[src/rtl/udp_rx_port_demux_pkg.sv]
// Shared packet-path definitions: bus widths and the UDP header layout seen
// by every consumer of the UDP RX stream.
package udp_rx_port_demux_pkg;

    localparam int IP_ADDR_W       = 32;
    localparam int MAC_INTERFACE_W = 64;
    localparam int MAC_PADBYTES_W  = 3;

    typedef struct packed {
        logic [15:0] src_port;
        logic [15:0] dst_port;
        logic [15:0] length;
        logic [15:0] chksum;
    } udp_pkt_hdr;

endpackage

[src/rtl/udp_rx_port_demux.sv]
// Steers each UDP RX packet to the log or echo app by destination port;
// packets for any other port are drained upstream and counted as drops.
module udp_rx_port_demux
    import udp_rx_port_demux_pkg::*;
#(
    parameter logic [15:0] LOG_PORT  = 16'd60001,
    parameter logic [15:0] ECHO_PORT = 16'd60000
) (
    input  logic                       clk,
    input  logic                       rst,

    input  logic                       udp_demux_rx_hdr_val,
    input  logic [IP_ADDR_W-1:0]       udp_demux_rx_src_ip,
    input  logic [IP_ADDR_W-1:0]       udp_demux_rx_dst_ip,
    input  udp_pkt_hdr                 udp_demux_rx_udp_hdr,
    output logic                       demux_udp_rx_hdr_rdy,

    input  logic                       udp_demux_rx_data_val,
    input  logic [MAC_INTERFACE_W-1:0] udp_demux_rx_data,
    input  logic                       udp_demux_rx_last,
    input  logic [MAC_PADBYTES_W-1:0]  udp_demux_rx_padbytes,
    output logic                       demux_udp_rx_data_rdy,

    output logic                       demux_echo_rx_hdr_val,
    output logic [IP_ADDR_W-1:0]       demux_echo_rx_src_ip,
    output logic [IP_ADDR_W-1:0]       demux_echo_rx_dst_ip,
    output udp_pkt_hdr                 demux_echo_rx_udp_hdr,
    input  logic                       echo_demux_rx_hdr_rdy,

    output logic                       demux_echo_rx_data_val,
    output logic [MAC_INTERFACE_W-1:0] demux_echo_rx_data,
    output logic                       demux_echo_rx_last,
    output logic [MAC_PADBYTES_W-1:0]  demux_echo_rx_padbytes,
    input  logic                       echo_demux_rx_data_rdy,

    output logic                       demux_log_rx_hdr_val,
    output logic [IP_ADDR_W-1:0]       demux_log_rx_src_ip,
    output logic [IP_ADDR_W-1:0]       demux_log_rx_dst_ip,
    output udp_pkt_hdr                 demux_log_rx_udp_hdr,
    input  logic                       log_demux_rx_hdr_rdy,

    output logic                       demux_log_rx_data_val,
    output logic [MAC_INTERFACE_W-1:0] demux_log_rx_data,
    output logic                       demux_log_rx_last,
    output logic [MAC_PADBYTES_W-1:0]  demux_log_rx_padbytes,
    input  logic                       log_demux_rx_data_rdy,

    output logic [31:0]                drop_pkt_cnt
);

    typedef enum logic [1:0] {IDLE, HDR_OUT, DATA, DRAIN} state_e;
    typedef enum logic {DEST_ECHO, DEST_LOG} dest_e;

    state_e                state, state_next;
    dest_e                 dest;
    logic [IP_ADDR_W-1:0]  src_ip_r, dst_ip_r;
    udp_pkt_hdr            udp_hdr_r;

    logic hdr_acc, log_hit, echo_hit;
    logic sel_hdr_rdy, sel_data_rdy;

    assign hdr_acc  = udp_demux_rx_hdr_val && demux_udp_rx_hdr_rdy;
    // Log is tested first so it wins when both ports are configured equal.
    assign log_hit  = (udp_demux_rx_udp_hdr.dst_port == LOG_PORT);
    assign echo_hit = (udp_demux_rx_udp_hdr.dst_port == ECHO_PORT);

    assign sel_hdr_rdy  = (dest == DEST_LOG) ? log_demux_rx_hdr_rdy  : echo_demux_rx_hdr_rdy;
    assign sel_data_rdy = (dest == DEST_LOG) ? log_demux_rx_data_rdy : echo_demux_rx_data_rdy;

    always_ff @(posedge clk or negedge rst) begin
        if (!rst) state <= IDLE;
        else      state <= state_next;
    end

    always_comb begin
        state_next = state;
        case (state)
            IDLE:    if (hdr_acc) state_next = (log_hit || echo_hit) ? HDR_OUT : DRAIN;
            HDR_OUT: if (sel_hdr_rdy) state_next = DATA;
            DATA:    if (udp_demux_rx_data_val && sel_data_rdy && udp_demux_rx_last) state_next = IDLE;
            DRAIN:   if (udp_demux_rx_data_val && udp_demux_rx_last) state_next = IDLE;
            default: state_next = IDLE;
        endcase
    end

    always_comb begin
        demux_udp_rx_hdr_rdy   = rst && (state == IDLE);
        demux_udp_rx_data_rdy  = 1'b0;
        demux_echo_rx_hdr_val  = 1'b0;
        demux_log_rx_hdr_val   = 1'b0;
        demux_echo_rx_data_val = 1'b0;
        demux_log_rx_data_val  = 1'b0;
        case (state)
            HDR_OUT: begin
                demux_log_rx_hdr_val  = (dest == DEST_LOG);
                demux_echo_rx_hdr_val = (dest == DEST_ECHO);
            end
            DATA: begin
                demux_log_rx_data_val  = (dest == DEST_LOG)  && udp_demux_rx_data_val;
                demux_echo_rx_data_val = (dest == DEST_ECHO) && udp_demux_rx_data_val;
                demux_udp_rx_data_rdy  = sel_data_rdy;
            end
            DRAIN:   demux_udp_rx_data_rdy = 1'b1;
            default: ;
        endcase
    end

    always_ff @(posedge clk or negedge rst) begin
        if (!rst) begin
            src_ip_r     <= '0;
            dst_ip_r     <= '0;
            udp_hdr_r    <= '0;
            dest         <= DEST_ECHO;
            drop_pkt_cnt <= '0;
        end else if (hdr_acc) begin
            src_ip_r  <= udp_demux_rx_src_ip;
            dst_ip_r  <= udp_demux_rx_dst_ip;
            udp_hdr_r <= udp_demux_rx_udp_hdr;
            dest      <= log_hit ? DEST_LOG : DEST_ECHO;
            if (!log_hit && !echo_hit && drop_pkt_cnt != 32'hFFFF_FFFF)
                drop_pkt_cnt <= drop_pkt_cnt + 32'd1;
        end
    end

    // Both apps see the same registered header; only the val differs.
    assign demux_echo_rx_src_ip  = src_ip_r;
    assign demux_echo_rx_dst_ip  = dst_ip_r;
    assign demux_echo_rx_udp_hdr = udp_hdr_r;
    assign demux_log_rx_src_ip   = src_ip_r;
    assign demux_log_rx_dst_ip   = dst_ip_r;
    assign demux_log_rx_udp_hdr  = udp_hdr_r;

    assign demux_echo_rx_data     = udp_demux_rx_data;
    assign demux_echo_rx_last     = udp_demux_rx_last;
    assign demux_echo_rx_padbytes = udp_demux_rx_padbytes;
    assign demux_log_rx_data      = udp_demux_rx_data;
    assign demux_log_rx_last      = udp_demux_rx_last;
    assign demux_log_rx_padbytes  = udp_demux_rx_padbytes;

endmodule

[config.mk]
export PLATFORM = sky130hd
export DESIGN_NAME = udp_rx_port_demux
export DESIGN_NICKNAME = d
export VERILOG_FILES = /design/src/rtl/udp_rx_port_demux_pkg.sv /design/src/rtl/udp_rx_port_demux.sv
export SDC_FILE = /design/constraint.sdc
export NUM_CORES = 1
export LEC_CHECK = 0
export CORE_AREA = 2 2 250 252
export CTS_BUF_LIST = sky130_fd_sc_hd__clkbuf_8 sky130_fd_sc_hd__clkbuf_16
export DETAILED_ROUTE_END_ITERATION = 7
export DIE_AREA = 0 0 252 254
export PLACE_DENSITY = 0.47
export SLEW_MARGIN = 20
export SYNTH_ARGS = -nofsm -noshare
export SYNTH_HDL_FRONTEND = slang
export SYNTH_SLANG_ARGS = --single-unit
[constraint.sdc]
create_clock -name clk -period 2.3 [get_ports clk]
set_clock_uncertainty 0.05 [all_clocks]
set_input_delay 0.345 -clock clk [delete_from_list [all_inputs] [get_ports clk]]
set_output_delay 0.345 -clock clk [all_outputs]
set_load 0.02 [all_outputs]
==> Word level (Yosys, flattened, before mapping) <==
Cells that the tools add are included.
W data, S select, Z words.
{ "totals": {"regBits": 163, "inputBits": 204, "output_inout_bits": 430} }
{ "classes": {"reduce_logical": 15, "n_mux": 14, "add_sub_neg": 1, "n_eq_ne": 10, "n_bitwise": 1} }
{ "op_table": {"columns": ["operator", "n"], "rows": [
  ["$add A32 B1 Y32 const B", 1],
  ["$eq A16 B16 Y1 const B", 2],
  ["$ne A32 B32 Y1 const B", 1],
  ["$mux W2", 5],
  ["$logic_and A1 B1 Y1", 9],
  ["$ne A2 B2 Y1 const B", 4],
  ["$pmux W2 S4", 1],
  ["$mux W1", 7],
  ["$eq A2 B2 Y1 const B", 2],
  ["$reduce_and A4 Y1", 1],
  ["$eq A2 B1 Y1 const B", 1],
  ["$logic_not A1 Y1", 2],
  ["$logic_not A2 Y1", 1],
  ["$pmux W1 S2", 1],
  ["$reduce_and A2 Y1", 1],
  ["$logic_or A1 B1 Y1", 1],
  ["$not A1 Y1", 1]
]} }

==> Logic depth before layout (Yosys ltp) <==
{ "depth": {"depth_word": 5, "ltp_mapped": 8} }

==> Worst setup path after synthesis <==
Ideal clock, no wire load.
{ "synth_timing": {"path_type": "register to register", "start": "reg drop_pkt_cnt[0]", "end": "reg drop_pkt_cnt[1]", "arrival_ns": 1.809, "setup_ns": 0.125, "path_stages_with_launch": 7, "slack_ns": 0.317, "required_time_ns": 2.125, "path_cell_list": "dfrtp_1 ha_1 nand4_1 nor3_2 nand4_4 nand2_1 mux2_2"} }
{ "synth_between": {"elab_chain_cells": 3} }
{ "synth_rtl": {"columns": ["element", "line_no", "text"], "rows": [
  ["start, declared", "udp_rx_port_demux.sv:48", "output logic [31:0] drop_pkt_cnt"],
  ["start signal, assigned", "udp_rx_port_demux.sv:121", "drop_pkt_cnt <= drop_pkt_cnt + 32'd1;"],
  ["branches (longest 3 deep; another with $add A32 B1 Y32)", null, null]
]} }
Parallel ways; which one is timed is not known.
A chain may end at the register's enable or synchronous reset.

==> Worst setup path after layout <==
{ "layout_timing": {"start": "in rst", "end": "out demux_udp_rx_hdr_rdy"} }
{ "layout_between": {"elab_chain_cells": 1} }
{ "layout_rtl": {"columns": ["element", "line_no", "text"], "rows": [
  ["start, declared", "udp_rx_port_demux.sv:10", "input logic rst,"],
  ["$logic_and A1 B1 Y1", "udp_rx_port_demux.sv:87", "demux_udp_rx_hdr_rdy = rst && (state == IDLE);"],
  ["end, declared", "udp_rx_port_demux.sv:16", "output logic demux_udp_rx_hdr_rdy,"]
]} }
Every way passes these cells.

==> results.py <==
metrics = {
    "outcome": {
        "status": "finished, final reports clean",
    },
    "setup_path": {
        "r2r_slack_ns": 0.21,
        "ff2ff_path_depth": 6,
        "cp.arrival_ns": 1.79,
        "timing.rr.end": "drop_pkt_cnt[26]$_DFFE_PN0P_",
        "crit_family": "buffers and inverters",
        "start_kind": "primary input",
        "cpMaxStageDelayCell": "dlygate4sd3_1",
        "required_ns": 1.90,
        "cp-end-kind": "output port",
        "cpPeakStageDelay_ns": 0.58,
        "crit_chain": "dlygate4sd3_1 -> clkbuf_8 -> nor3b_4 -> dlygate4sd2_1",
        "crit_start": "rst",
        "crit_type": "primary input to output port",
        "reg2reg_from": "drop_pkt_cnt[0]$_DFFE_PN0P_",
        "path_buf_inv": 3,
        "crit_fanout": 3,
    },
    "pwr": {
        "p_leak_nw": 5.56,
        "p_int_mw": 9.69,
        "pwr-share-comb": 0.527,
        "clkPwrFrac": 0.166,
        "seqPwrFrac": 0.307,
        "p_per_area_nw_per_um2": 1320,
        "switching_share": 0.424,
        "peakVddDrop_uv": 657,
        "switching_power_mw": 7.13,
    },
    "clock_network": {
        "cts-root-buf": "clkbuf_16",
        "clockBufferDepth": 2,
        "cts_sinks": 163,
        "htreeDepth": 4,
        "cts.clk_slew.worst_paths_ns": 0.08,
        "tritoncts": "built",
        "cts_made_buffers": 17,
        "cts_setup_buffers": 0,
        "worstSkewPairLatency_ns": 0.47,
    },
    "drt": {
        "vias_per_cell": 3.49,
        "drt_iter0_drc": 399,
        "drt-pass1-iter-count": 4,
        "detail_route.wl_per_cell_um": 16.3,
        "via_count": 6875,
        "antenna_left": 0,
        "drt_drc_violations_left": 0,
        "routed_wl_um": 32000,
    },
    "worst_hold_path": {
        "holdPathStages": 3,
        "hold_path_class": "primary input to flip-flop",
        "min_from": "udp_demux_rx_udp_hdr[54]",
        "worstHoldEndpoint": "demux_echo_rx_udp_hdr[54]$_DFFE_PN0P_",
    },
    "timing": {
        "max_slew_margin": 0.512,
        "worst_slack_ns": 0.119,
        "rsz0062_at_grt": "false",
        "fin_crit_sh": 0.948,
        "slew_viol_final": 0,
        "period_minus_slack_ns": 2.18,
        "setup_violations": 0,
        "finalHoldViolCount": 0,
        "max_clock_freq_mhz": 458,
        "fin_tns_setup_ns": 0,
        "tightestPinTransition_ns": 0.732,
    },
    "place": {
        "hpwl_um": 24400,
        "placed_cells": 1935,
        "dp_slack_ns": -0.318,
        "place_congestion": 0.803,
        "io_buffers": 432,
    },
    "final_layout": {
        "syn_to_final_growth_pct": 45.1,
        "nets": 1370,
        "final_cells": 1968,
        "drive_gt1_frac": 0.0705,
    },
    "logic_synthesis": {
        "ys_types": 46,
        "yosys_warnings": 0,
        "syn_nets": 1195,
        "synth_area_leaders": "dfrtp_1 (47%), buf_4 (23%), nand2_1 (17%)",
        "ys_ff_latch": 163,
        "ys_dominant_reg_cell": "dfrtp_1",
        "synth_most_common_cell": "nand2_1",
        "synth_common_cells": "nand2_1 (398), buf_4 (266), dfrtp_1 (163), xnor2_1 (28), nand4_1 (17)",
        "avgSynthCellArea_um2": 8.86,
        "synth_edf_count": 0,
        "synth_cells": 990,
        "yosys.area.top_type_share": 0.465,
        "synth_largest_area_cell": "dfrtp_1",
        "synthesis.area_um2": 8770,
        "seq_area_frac_synth": 0.465,
        "synthArstFlopShare": 1.00,
    },
    "grt": {
        "grt_pass1_wl_um": 46000,
        "grt-ovfl-total": 0,
        "grt_pass1_vias": 6943,
        "grt_max_degree": 126,
        "antenna_found_initial": 4,
        "track_usage": 0.0979,
    },
    "die": {
        "die_w_um": 252,
        "dieArea_um2": 64000,
        "io_pins": 634,
        "die_h_um": 254,
        "rows": 91,
        "start_util": 0.143,
        "core_um2": 61300,
    },
    "run": {
        "cap_violations": 0,
    },
}
## worst reg2reg max path: cells and delay by family, from the launching register on
kind,cells,cell delay (ns)
adder cells (fa/ha/maj),1,0.30
flip-flops,1,0.43
multiplexers,1,0.22
AND/OR/NAND/NOR,4,1.02
## how the worst max path moves through the flow
stage	slack (ns)	to	depth (start not counted)
2_1_floorplan	0.32	drop_pkt_cnt[1]$_DFFE_PN0P_	6
3_3_place_gp	-0.32	state[1]$_DFFE_PN0P_	8
3_5_place_dp	-0.32	state[1]$_DFFE_PN0P_	8
4_1_cts	0.03	demux_echo_rx_hdr_val	2
5_1_grt	0.05	demux_log_rx_hdr_val	2
6_report	0.12	demux_udp_rx_hdr_rdy	4
## per-stage QoR
step,total power [mW],area (um2),util,hold slack (ns)
2_1_floorplan,10.6,8770,-,-0.000591
3_3_place_gp,14.2,12200,0.198,0.432
3_5_place_dp,14.2,12200,0.198,0.436
4_1_cts,17.2,12700,0.208,0.287
6_report,16.8,12700,0.208,0.346
5_1_grt,17.8,12700,0.208,0.312
## final cells by class
| class | count | area (um2) |
|---|---|---|
| tap | 790 | 988 |
| multi-input combinational | 526 | 2540 |
| antenna | 1 | 2.50 |
| clock buffer | 19 | 453 |
| fill | 6732 | 48500 |
| inverter | 2 | 7.51 |
| timing repair buffer | 455 | 4550 |
| clock inverter | 12 | 97.6 |
| sequential | 163 | 4080 |
## registers in the layout, indices dropped and copies added (netlist names)
| name | flops |
|---|---|
| demux_echo_rx_udp_hdr | 64 |
| demux_echo_rx_src_ip | 32 |
| drop_pkt_cnt | 32 |
| state | 2 |
| demux_echo_rx_dst_ip | 32 |
| dest | 1 |
## layer usage
| layer | wire length [um] | up-vias | track usage | share of wire |
|---|---|---|---|---|
| met5 | 0 | - | 0 | 0 |
| met4 | 964 | 0 | 0.0433 | 0.030 |
| met3 | 2030 | 87 | 0.0323 | 0.063 |
| met2 | 15900 | 290 | 0.164 | 0.50 |
| met1 | 13100 | 3311 | 0.114 | 0.41 |
| li1 | - | 3187 | - | - |
## power by group through the flow
stage,clock (mW),sequential (mW),combinational [mW]
floorplan,0,6.14,4.43
global placement,0,5.22,8.95
detailed placement,0,5.23,8.95
CTS,2.95,5.22,8.98
global route,3.04,5.35,9.42
finish,2.78,5.16,8.87
## layout by cell type, fill, tap and decap left out, types with 5 or more instances in the layout
cell / instances
and3_1: 8
and4_1: 5
buf_4: 18
clkbuf_16: 17
clkdlybuf4s50_1: 426
dfrtp_1: 160
nand2_1: 398
nand3_1: 15
nand4_1: 17
xnor2_1: 28
## repair_timing
| action | CTS | global route |
|---|---|---|
| endpoints found under the hold margin | 86 | 0 |
| setup endpoints to repair | 5 | 1 |
| gates resized for setup | 8 | 1 |
| hold buffers | 1 | 0 |
## logic make-up after synthesis
logic type | share of synthesized area
xor+xnor | 0.0300
flops | 0.465
simple gates | 0.246
fa+ha+maj | 0.00143
compound gates | 0.00613
mux | 0.00371
buf+inv | 0.248
Note: power is estimated with default switching activity, not from simulation.
